<file path="src/rtl/data_cache_pkg.sv">
// Shared types and geometry helpers for the direct-mapped data cache.
package cache_pkg;

   typedef enum logic [1:0] {
      ST_IDLE  = 2'd0,
      ST_RMISS = 2'd1,
      ST_WTHRU = 2'd2,
      ST_DONE  = 2'd3
   } cache_state_t;

   localparam int DEF_SETS   = 64;
   localparam int DEF_ADDR_W = 32;
   localparam int IDX_W      = $clog2(DEF_SETS);
   localparam int TAG_W      = DEF_ADDR_W - IDX_W - 2;

   function automatic int idx_bits(input int sets);
      return $clog2(sets);
   endfunction

   // Tag is whatever remains above the index and the 2-bit byte offset.
   function automatic int tag_bits(input int aw, input int sets);
      return aw - $clog2(sets) - 2;
   endfunction

endpackage

</file>
<file path="src/rtl/data_cache_if.sv">
// CPU-side and memory-side bundles of the data cache.
interface data_cache_cpu_if #(
   parameter int DATA_WIDTH = 32,
   parameter int ADDR_WIDTH = 32
);
   logic [ADDR_WIDTH-1:0] addr_i;
   logic [DATA_WIDTH-1:0] wdata_i;
   logic                  re_i;
   logic                  we_i;
   logic                  byte_op_i;
   logic [DATA_WIDTH-1:0] rdata_o;
   logic                  stall_o;

   modport master (
      output addr_i, wdata_i, re_i, we_i, byte_op_i,
      input  rdata_o, stall_o
   );

   modport slave (
      input  addr_i, wdata_i, re_i, we_i, byte_op_i,
      output rdata_o, stall_o
   );
endinterface

interface data_cache_mem_if #(
   parameter int DATA_WIDTH = 32,
   parameter int ADDR_WIDTH = 32
);
   logic [ADDR_WIDTH-1:0] mem_addr_o;
   logic [DATA_WIDTH-1:0] mem_wdata_o;
   logic                  mem_re_o;
   logic                  mem_we_o;
   logic                  mem_byte_o;
   logic [DATA_WIDTH-1:0] mem_rdata_i;
   logic                  mem_ready_i;

   modport master (
      output mem_addr_o, mem_wdata_o, mem_re_o,
      output mem_we_o, mem_byte_o,
      input  mem_rdata_i, mem_ready_i
   );

   modport slave (
      input  mem_addr_o, mem_wdata_o, mem_re_o,
      input  mem_we_o, mem_byte_o,
      output mem_rdata_i, mem_ready_i
   );
endinterface

</file>
<file path="src/rtl/data_cache_store.sv">
// Valid bits, tag array and data array: one read port, one byte-enabled write port.
module data_cache_store #(
   parameter int DATA_WIDTH = 32,
   parameter int SETS       = 64,
   parameter int TAG_W      = 24
) (
   input  logic                    clk,
   input  logic                    rst,
   input  logic [$clog2(SETS)-1:0] i_ridx,
   output logic                    o_valid,
   output logic [TAG_W-1:0]        o_tag,
   output logic [DATA_WIDTH-1:0]   o_data,
   input  logic                    i_we,
   input  logic [$clog2(SETS)-1:0] i_widx,
   input  logic [TAG_W-1:0]        i_wtag,
   input  logic [DATA_WIDTH-1:0]   i_wdata,
   input  logic [DATA_WIDTH/8-1:0] i_be
);

   localparam int NB = DATA_WIDTH / 8;

   logic [SETS-1:0]       r_valid;
   logic [TAG_W-1:0]      r_tag  [SETS];
   logic [DATA_WIDTH-1:0] r_data [SETS];

   always_ff @(posedge clk) begin
      if (rst) begin
         r_valid <= '0;
      end else if (i_we) begin
         r_valid[i_widx] <= 1'b1;
      end
   end

   // Arrays hold no reset; a cleared valid bit hides stale contents.
   always_ff @(posedge clk) begin
      if (i_we) begin
         r_tag[i_widx] <= i_wtag;
         for (int b = 0; b < NB; b++) begin
            if (i_be[b]) begin
               r_data[i_widx][8*b +: 8] <= i_wdata[8*b +: 8];
            end
         end
      end
   end

   assign o_valid = r_valid[i_ridx];
   assign o_tag   = r_tag[i_ridx];
   assign o_data  = r_data[i_ridx];

endmodule

</file>
<file path="src/rtl/data_cache.sv">
// Direct-mapped, write-through, no-write-allocate data cache
// with one-word lines between the memory stage and data memory.
module data_cache #(
   parameter int DATA_WIDTH = 32,
   parameter int ADDR_WIDTH = 32,
   parameter int SETS       = 64
) (
   input  logic             clk,
   input  logic             rst,
   data_cache_cpu_if.slave  cpu,
   data_cache_mem_if.master mem
);

   import cache_pkg::*;

   localparam int IB = idx_bits(SETS);
   localparam int TW = tag_bits(ADDR_WIDTH, SETS);
   localparam int NB = DATA_WIDTH / 8;

   cache_state_t r_state;
   cache_state_t w_next;

   logic [IB-1:0]         w_idx;
   logic [TW-1:0]         w_tag;
   logic                  w_valid;
   logic [TW-1:0]         w_rtag;
   logic [DATA_WIDTH-1:0] w_line;
   logic                  w_hit;
   logic                  w_idle;
   logic                  w_rmiss;
   logic                  w_wthru;
   logic                  w_fill;
   logic                  w_wupd;
   logic                  w_we;
   logic [DATA_WIDTH-1:0] w_wdata;
   logic [NB-1:0]         w_be;
   logic [NB-1:0]         w_lane;
   logic [DATA_WIDTH-1:0] w_shift;
   logic [DATA_WIDTH-1:0] w_load;

   assign w_idx = cpu.addr_i[IB+1:2];
   assign w_tag = cpu.addr_i[ADDR_WIDTH-1:IB+2];
   assign w_hit = w_valid && (w_rtag == w_tag);

   assign w_idle  = (r_state == ST_IDLE);
   assign w_rmiss = (r_state == ST_RMISS);
   assign w_wthru = (r_state == ST_WTHRU);

   always_comb begin
      w_next = r_state;
      unique case (r_state)
         ST_IDLE: begin
            if (cpu.we_i) begin
               w_next = ST_WTHRU;
            end else if (cpu.re_i && !w_hit) begin
               w_next = ST_RMISS;
            end
         end
         ST_RMISS: begin
            if (mem.mem_ready_i) w_next = ST_IDLE;
         end
         ST_WTHRU: begin
            if (mem.mem_ready_i) w_next = ST_DONE;
         end
         ST_DONE: w_next = ST_IDLE;
         default: w_next = ST_IDLE;
      endcase
   end

   always_ff @(posedge clk) begin
      if (rst) begin
         r_state <= ST_IDLE;
      end else begin
         r_state <= w_next;
      end
   end

   // Reset must win over a completing transfer so nothing lands in the arrays.
   assign w_fill = w_rmiss && mem.mem_ready_i && !rst;
   assign w_wupd = w_wthru && mem.mem_ready_i && w_hit && !rst;
   assign w_we   = w_fill || w_wupd;

   assign w_lane = {{(NB-1){1'b0}}, 1'b1} << cpu.addr_i[1:0];

   always_comb begin
      w_wdata = cpu.wdata_i;
      w_be    = '1;
      if (w_fill) begin
         w_wdata = mem.mem_rdata_i;
      end else if (cpu.byte_op_i) begin
         w_wdata = {NB{cpu.wdata_i[7:0]}};
         w_be    = w_lane;
      end
   end

   data_cache_store #(
      .DATA_WIDTH (DATA_WIDTH),
      .SETS       (SETS),
      .TAG_W      (TW)
   ) u_store (
      .clk     (clk),
      .rst     (rst),
      .i_ridx  (w_idx),
      .o_valid (w_valid),
      .o_tag   (w_rtag),
      .o_data  (w_line),
      .i_we    (w_we),
      .i_widx  (w_idx),
      .i_wtag  (w_tag),
      .i_wdata (w_wdata),
      .i_be    (w_be)
   );

   assign w_shift = w_line >> {cpu.addr_i[1:0], 3'b000};

   always_comb begin
      w_load = '0;
      if (cpu.re_i && w_hit && !rst) begin
         if (cpu.byte_op_i) begin
            w_load = {{(DATA_WIDTH-8){1'b0}}, w_shift[7:0]};
         end else begin
            w_load = w_line;
         end
      end
   end

   assign cpu.rdata_o = w_load;
   assign cpu.stall_o = !rst && (w_rmiss || w_wthru
                      || (w_idle && cpu.we_i)
                      || (w_idle && cpu.re_i && !w_hit));

   // Request fields are driven straight from the held CPU inputs.
   always_comb begin
      mem.mem_addr_o  = '0;
      mem.mem_wdata_o = '0;
      mem.mem_re_o    = 1'b0;
      mem.mem_we_o    = 1'b0;
      mem.mem_byte_o  = 1'b0;
      if (w_rmiss) begin
         mem.mem_re_o   = 1'b1;
         mem.mem_addr_o = {cpu.addr_i[ADDR_WIDTH-1:2], 2'b00};
      end else if (w_wthru) begin
         mem.mem_we_o    = 1'b1;
         mem.mem_addr_o  = cpu.addr_i;
         mem.mem_wdata_o = cpu.wdata_i;
         mem.mem_byte_o  = cpu.byte_op_i;
      end
   end

endmodule

</file>
<file path="src/flat_wrapper.sv">
// flat-port wrapper written by rule: the top's interface ports become plain ports
module data_cache_flat import cache_pkg::*;
#(
   parameter int DATA_WIDTH = 32,
   parameter int ADDR_WIDTH = 32,
   parameter int SETS       = 64
)
  (clk, rst, cpu_addr_i, cpu_wdata_i, cpu_re_i, cpu_we_i, cpu_byte_op_i, cpu_rdata_o, cpu_stall_o, mem_mem_addr_o, mem_mem_wdata_o, mem_mem_re_o, mem_mem_we_o, mem_mem_byte_o, mem_mem_rdata_i, mem_mem_ready_i);
  data_cache_cpu_if #(.DATA_WIDTH(DATA_WIDTH), .ADDR_WIDTH(ADDR_WIDTH)) cpu_i ();
  data_cache_mem_if #(.DATA_WIDTH(DATA_WIDTH), .ADDR_WIDTH(ADDR_WIDTH)) mem_i ();
  input  logic clk;
  input  logic rst;
  input wire logic [$bits(cpu_i.addr_i)-1:0] cpu_addr_i;
  input wire logic [$bits(cpu_i.wdata_i)-1:0] cpu_wdata_i;
  input wire logic [$bits(cpu_i.re_i)-1:0] cpu_re_i;
  input wire logic [$bits(cpu_i.we_i)-1:0] cpu_we_i;
  input wire logic [$bits(cpu_i.byte_op_i)-1:0] cpu_byte_op_i;
  output wire logic [$bits(cpu_i.rdata_o)-1:0] cpu_rdata_o;
  output wire logic [$bits(cpu_i.stall_o)-1:0] cpu_stall_o;
  output wire logic [$bits(mem_i.mem_addr_o)-1:0] mem_mem_addr_o;
  output wire logic [$bits(mem_i.mem_wdata_o)-1:0] mem_mem_wdata_o;
  output wire logic [$bits(mem_i.mem_re_o)-1:0] mem_mem_re_o;
  output wire logic [$bits(mem_i.mem_we_o)-1:0] mem_mem_we_o;
  output wire logic [$bits(mem_i.mem_byte_o)-1:0] mem_mem_byte_o;
  input wire logic [$bits(mem_i.mem_rdata_i)-1:0] mem_mem_rdata_i;
  input wire logic [$bits(mem_i.mem_ready_i)-1:0] mem_mem_ready_i;
  assign cpu_i.addr_i = cpu_addr_i;
  assign cpu_i.wdata_i = cpu_wdata_i;
  assign cpu_i.re_i = cpu_re_i;
  assign cpu_i.we_i = cpu_we_i;
  assign cpu_i.byte_op_i = cpu_byte_op_i;
  assign cpu_rdata_o = cpu_i.rdata_o;
  assign cpu_stall_o = cpu_i.stall_o;
  assign mem_mem_addr_o = mem_i.mem_addr_o;
  assign mem_mem_wdata_o = mem_i.mem_wdata_o;
  assign mem_mem_re_o = mem_i.mem_re_o;
  assign mem_mem_we_o = mem_i.mem_we_o;
  assign mem_mem_byte_o = mem_i.mem_byte_o;
  assign mem_i.mem_rdata_i = mem_mem_rdata_i;
  assign mem_i.mem_ready_i = mem_mem_ready_i;
  data_cache #(.DATA_WIDTH(DATA_WIDTH), .ADDR_WIDTH(ADDR_WIDTH), .SETS(SETS)) u_core (.clk(clk), .rst(rst), .cpu(cpu_i), .mem(mem_i));
endmodule
</file>
<file path="config.mk">
export PLATFORM = sky130hd
export DESIGN_NAME = data_cache_flat
export DESIGN_NICKNAME = d
export VERILOG_FILES = /design/src/rtl/data_cache_pkg.sv /design/src/rtl/data_cache_if.sv /design/src/rtl/data_cache_store.sv /design/src/rtl/data_cache.sv /design/src/flat_wrapper.sv
export SDC_FILE = /design/constraint.sdc
export NUM_CORES = 2
export LEC_CHECK = 0
export CAP_MARGIN = 0
export CORE_AREA = 5 5 719 793
export CTS_CLUSTER_DIAMETER = 120
export DETAILED_ROUTE_END_ITERATION = 10
export DIE_AREA = 0 0 724 798
export PLACE_DENSITY_LB_ADDON = 0.12
export REMOVE_ABC_BUFFERS = 1
export SLEW_MARGIN = 20
export SYNTH_ARGS = -nofsm -noshare
export SYNTH_HDL_FRONTEND = slang
export SYNTH_SLANG_ARGS = --single-unit
</file>
<file path="constraint.sdc">
create_clock -name clk -period 6.8 [get_ports clk]
set_input_delay 0.68 -clock clk [delete_from_list [all_inputs] [get_ports clk]]
set_output_delay 0.68 -clock clk [all_outputs]
set_load 0.01 [all_outputs]
</file>
==> out/qor.json <==
{
  "outcome": "finished with violations",
  "violations": "negative setup slack",
  "setup_viol_count_final": 2,
  "hold_viol_final": 0,
  "die_w_um": 724,
  "tritoncts": "built",
  "first_global_vias": 84500,
  "grt_first_pass_wirelength_um": 777000,
  "timing.hold.worst_path_depth": 1,
  "seqCellArea_um2": 109000,
  "finalNetCount": 9014,
  "cap_violations": 0,
  "clock_power_share": 0.427,
  "reg_to_reg_end": "u_core.u_store.r_tag[49][20]",
  "worst_setup_path_start_kind": "input pin",
  "number_of_synthesized_flops_with_an_enable_pin": 3584,
  "category_of_the_worst_setup_path_capture_point": "output port",
  "track_usage": 0.195,
  "r2r_setup_slack_ps": 1390,
  "grt.overflow.total": 0,
  "path_delay_family": "buffers and inverters",
  "grt_antenna_before_repair": 52,
  "postSynthCellCount": 7783,
  "yosysTopAreaCellShare": 0.770,
  "synth_warnings": 0,
  "initialDrtViolationCount": 8468,
  "dp.final_hpwl_um": 375000,
  "swShare": 0.242,
  "numCtsBuffers": 420,
  "critical_path.cell_chain": "clkbuf_8, buf_4, buf_4, mux4_2, and3_1, a2111oi_1, and4_1, nor3_1, nor3_1, nand4_1, buf_4, nor4_4, buf_4, nand4bb_2, buf_12, nor2_1, clkdlybuf4s50_1",
  "timing.clock.skew_ps": 86.7,
  "finish.utilization": 0.308,
  "routedWlPerCell_um": 35.0,
  "synthTopCellsByArea": "sky130_fd_sc_hd__edfxtp_1, sky130_fd_sc_hd__mux4_2, sky130_fd_sc_hd__a22oi_1",
  "hold_start": "cpu_addr_i[19]",
  "final_common_cell": "sky130_fd_sc_hd__edfxtp_1",
  "floorplan.die.height_um": 798,
  "critical_path_top_delay_cell": "sky130_fd_sc_hd__clkdlybuf4s50_1",
  "fin_hold_ws_ps": 171,
  "worst_path_largest_cell_delay_ps": 590,
  "critical-path-top-cell-by-count": "sky130_fd_sc_hd__buf_4",
  "clk_latency_ps": 1020,
  "final_weighted_congestion_in_routability_driven_placement": 0.818,
  "maximum_number_of_pins_on_one_net_before_global_route_repair": 67,
  "worst-path-buf-inv": 7,
  "critPathRequiredTime_ps": 6120,
  "synth_seq_area_share": 0.779,
  "num_rows": 289,
  "netlist.top_cell.by_area": "sky130_fd_sc_hd__edfxtp_1",
  "vdd.ir_drop.worst_mv": 0.200,
  "multi_input_comb_area_um2": 29600,
  "power_per_cell_area_nw_per_um2": 295,
  "die_area_um2": 578000,
  "hold_class": "input pin to flop",
  "cts.root.buffer_cell": "sky130_fd_sc_hd__clkbuf_16",
  "rsz0062_at_grt": "false",
  "timing.reg2reg.worst_path_depth": 14,
  "synthesis.area_um2": 140000,
  "design_area_um2": 173000,
  "placement.io_buffers": 201,
  "share_seq_of_total_power": 0.492,
  "postSynthRegisterBits": 3650,
  "num_vias": 83500,
  "start_util": 0.249,
  "final_wl_um": 583000,
  "syn_to_final_growth_pct": 23.8,
  "worstReg2RegStart": "u_core.u_store.r_tag[33][11]",
  "timing.setup.critical_path_class": "input pin to output port",
  "drt_antenna_net_count": 0,
  "cts.clk_slew.worst_paths_ps": 60,
  "post-place-ws_ps": -1260,
  "worst_rel_slew_slack": 0.182,
  "cp_max_fo": 43,
  "internal_power_mw": 38.7,
  "post_placement_cell_area_um2": 160000,
  "synth_ff_type": "sky130_fd_sc_hd__edfxtp_1",
  "total_switching_power_mw": 12.4,
  "layout.cells.most_common_list": "sky130_fd_sc_hd__edfxtp_1, sky130_fd_sc_hd__buf_4, sky130_fd_sc_hd__a22oi_1",
  "hold_end": "u_core.u_store.r_tag[16][11]",
  "postSynthAreaPerCell_um2": 18.0,
  "pin_count": 202,
  "async_s_r_ff_share_synth": 0,
  "route.detailed.drc": 0,
  "dr.pass1.iters": 7,
  "report.final.slew_viol_count": 0,
  "fill_cells": 55000,
  "tritoncts_num_sinks": 3650,
  "netlist-cell-type-count": 82,
  "comb_power_share": 0.081,
  "power.static_leakage_nw": 54.7,
  "highest_achievable_clock_rate_mhz": 147,
  "worst-slew-pin-transition_ps": 1230,
  "post_route_cells_drive_above_1_share": 0.239,
  "vias_per_cell": 5.01,
  "final.min_clock_period_ps": 6820,
  "core_area_um2": 561000,
  "worst_slack_ps": -19.5,
  "final_worst_path_cycle_share": 1.00,
  "worst-endpoint-arrival_ps": 6140,
  "overall_power_consumption_mw": 51.1,
  "cts.path.max_buffers": 4,
  "cts_max_level": 5
}
## how the worst max path moves through the flow
stage          slack (ps)  cells past startpoint                          end                          from
2_1_floorplan       -8250                      3  u_core.u_store.r_tag[12][0]                 cpu_addr_i[3]
3_3_place_gp        -1330                     18              cpu_rdata_o[16]                 cpu_addr_i[2]
3_5_place_dp        -1260                     18              cpu_rdata_o[16]                 cpu_addr_i[2]
4_1_cts                20                     15              cpu_rdata_o[21]  u_core.u_store.r_tag[35][20]
5_1_grt               0.6                     19               cpu_rdata_o[2]                 cpu_addr_i[2]
6_report              -20                     17              cpu_rdata_o[21]                 cpu_addr_i[5]
## registers in the layout (all words and copies together), names as in the netlist
signal / cells
u_core.r_state: 2
u_core.u_store.r_data: 2048
u_core.u_store.r_tag: 1536
u_core.u_store.r_valid: 64
## metrics by stage
stage / std cells / setup TNS, ps
floorplan: 7247 / -
global placement: 15900 / -291370
detailed placement: 15900 / -241250
CTS: 16700 / 0
global route: 16700 / 0
finish: 16700 / -28.2
## synthesized netlist by cell type, types with 41 or more instances
library cell / n
sky130_fd_sc_hd__nand3_1: 66
sky130_fd_sc_hd__mux2i_1: 305
sky130_fd_sc_hd__and2_1: 41
sky130_fd_sc_hd__mux2_2: 115
sky130_fd_sc_hd__inv_1: 72
sky130_fd_sc_hd__nor3_1: 77
sky130_fd_sc_hd__buf_1: 92
sky130_fd_sc_hd__nor2_1: 470
sky130_fd_sc_hd__o22ai_1: 316
sky130_fd_sc_hd__clkbuf_1: 334
sky130_fd_sc_hd__nor2b_1: 45
sky130_fd_sc_hd__nand4_1: 61
sky130_fd_sc_hd__o21ai_0: 79
sky130_fd_sc_hd__a221oi_1: 196
sky130_fd_sc_hd__dfxtp_1: 66
sky130_fd_sc_hd__buf_2: 90
sky130_fd_sc_hd__edfxtp_1: 3584
sky130_fd_sc_hd__a22oi_1: 456
sky130_fd_sc_hd__a31oi_1: 81
sky130_fd_sc_hd__nand2_1: 172
sky130_fd_sc_hd__nor4_1: 51
sky130_fd_sc_hd__o221ai_1: 53
sky130_fd_sc_hd__mux4_2: 269
sky130_fd_sc_hd__a22o_1: 130
sky130_fd_sc_hd__a21oi_1: 176
## cells by family (layout without fill, tap and decap cells)
| family | after synthesis | count (layout) | share of synthesized area |
|---|---|---|---|
| DFF | 3650 | 3650 | 0.779 |
| AOI/OAI and AO/OA | 1670 | 1670 | 0.0866 |
| and+or+nand+nor | 1148 | 1148 | 0.0406 |
| muxes | 690 | 690 | 0.0745 |
| buffers and inverters | 611 | 2071 | 0.0179 |
| xor gates and xnor gates | 10 | 10 | 0.000627 |
| adders and majority gates | 4 | 4 | 0.000358 |
| other | 0 | 16 | 0 |
## power by group through the flow
stage | Combinational, mW | Sequential, mW | Clock, mW
after floorplan | 1.39 | 25.7 | 0
after global placement | 4.13 | 25.6 | 0
after detailed placement | 4.18 | 25.6 | 0
after CTS | 4.20 | 25.1 | 22.3
after global routing | 4.34 | 25.1 | 23.2
final | 4.16 | 25.1 | 21.8
## layer usage
layer | part of all wire | global-route usage
met1 | 0.44 | 0.268
met2 | 0.49 | 0.329
met3 | 0.047 | 0.0245
met4 | 0.026 | 0.0467
met5 | 0.000096 | 0
## final cells by class
type	instances	share of cell area
Antenna cell	16	0.000231
Inverter	75	0.00167
Sequential cell	3650	0.629
Tap cell	7420	0.0536
Clock inverter	240	0.0118
Clock buffer	517	0.0632
Timing Repair Buffer	1239	0.0693
Multi-Input combinational cell	3522	0.171
## what timing repair did
action | 4_1_cts | 5_1_grt
endpoints found under the hold margin | 4 | 0
setup buffers | 3 | 2
setup endpoints to repair | 33 | 21
hold buffers | 3 | 0
cloned | 0 | 1
pin swaps | 1 | 1
resized for setup | 20 | 11
(Power assumes the default switching activity.)
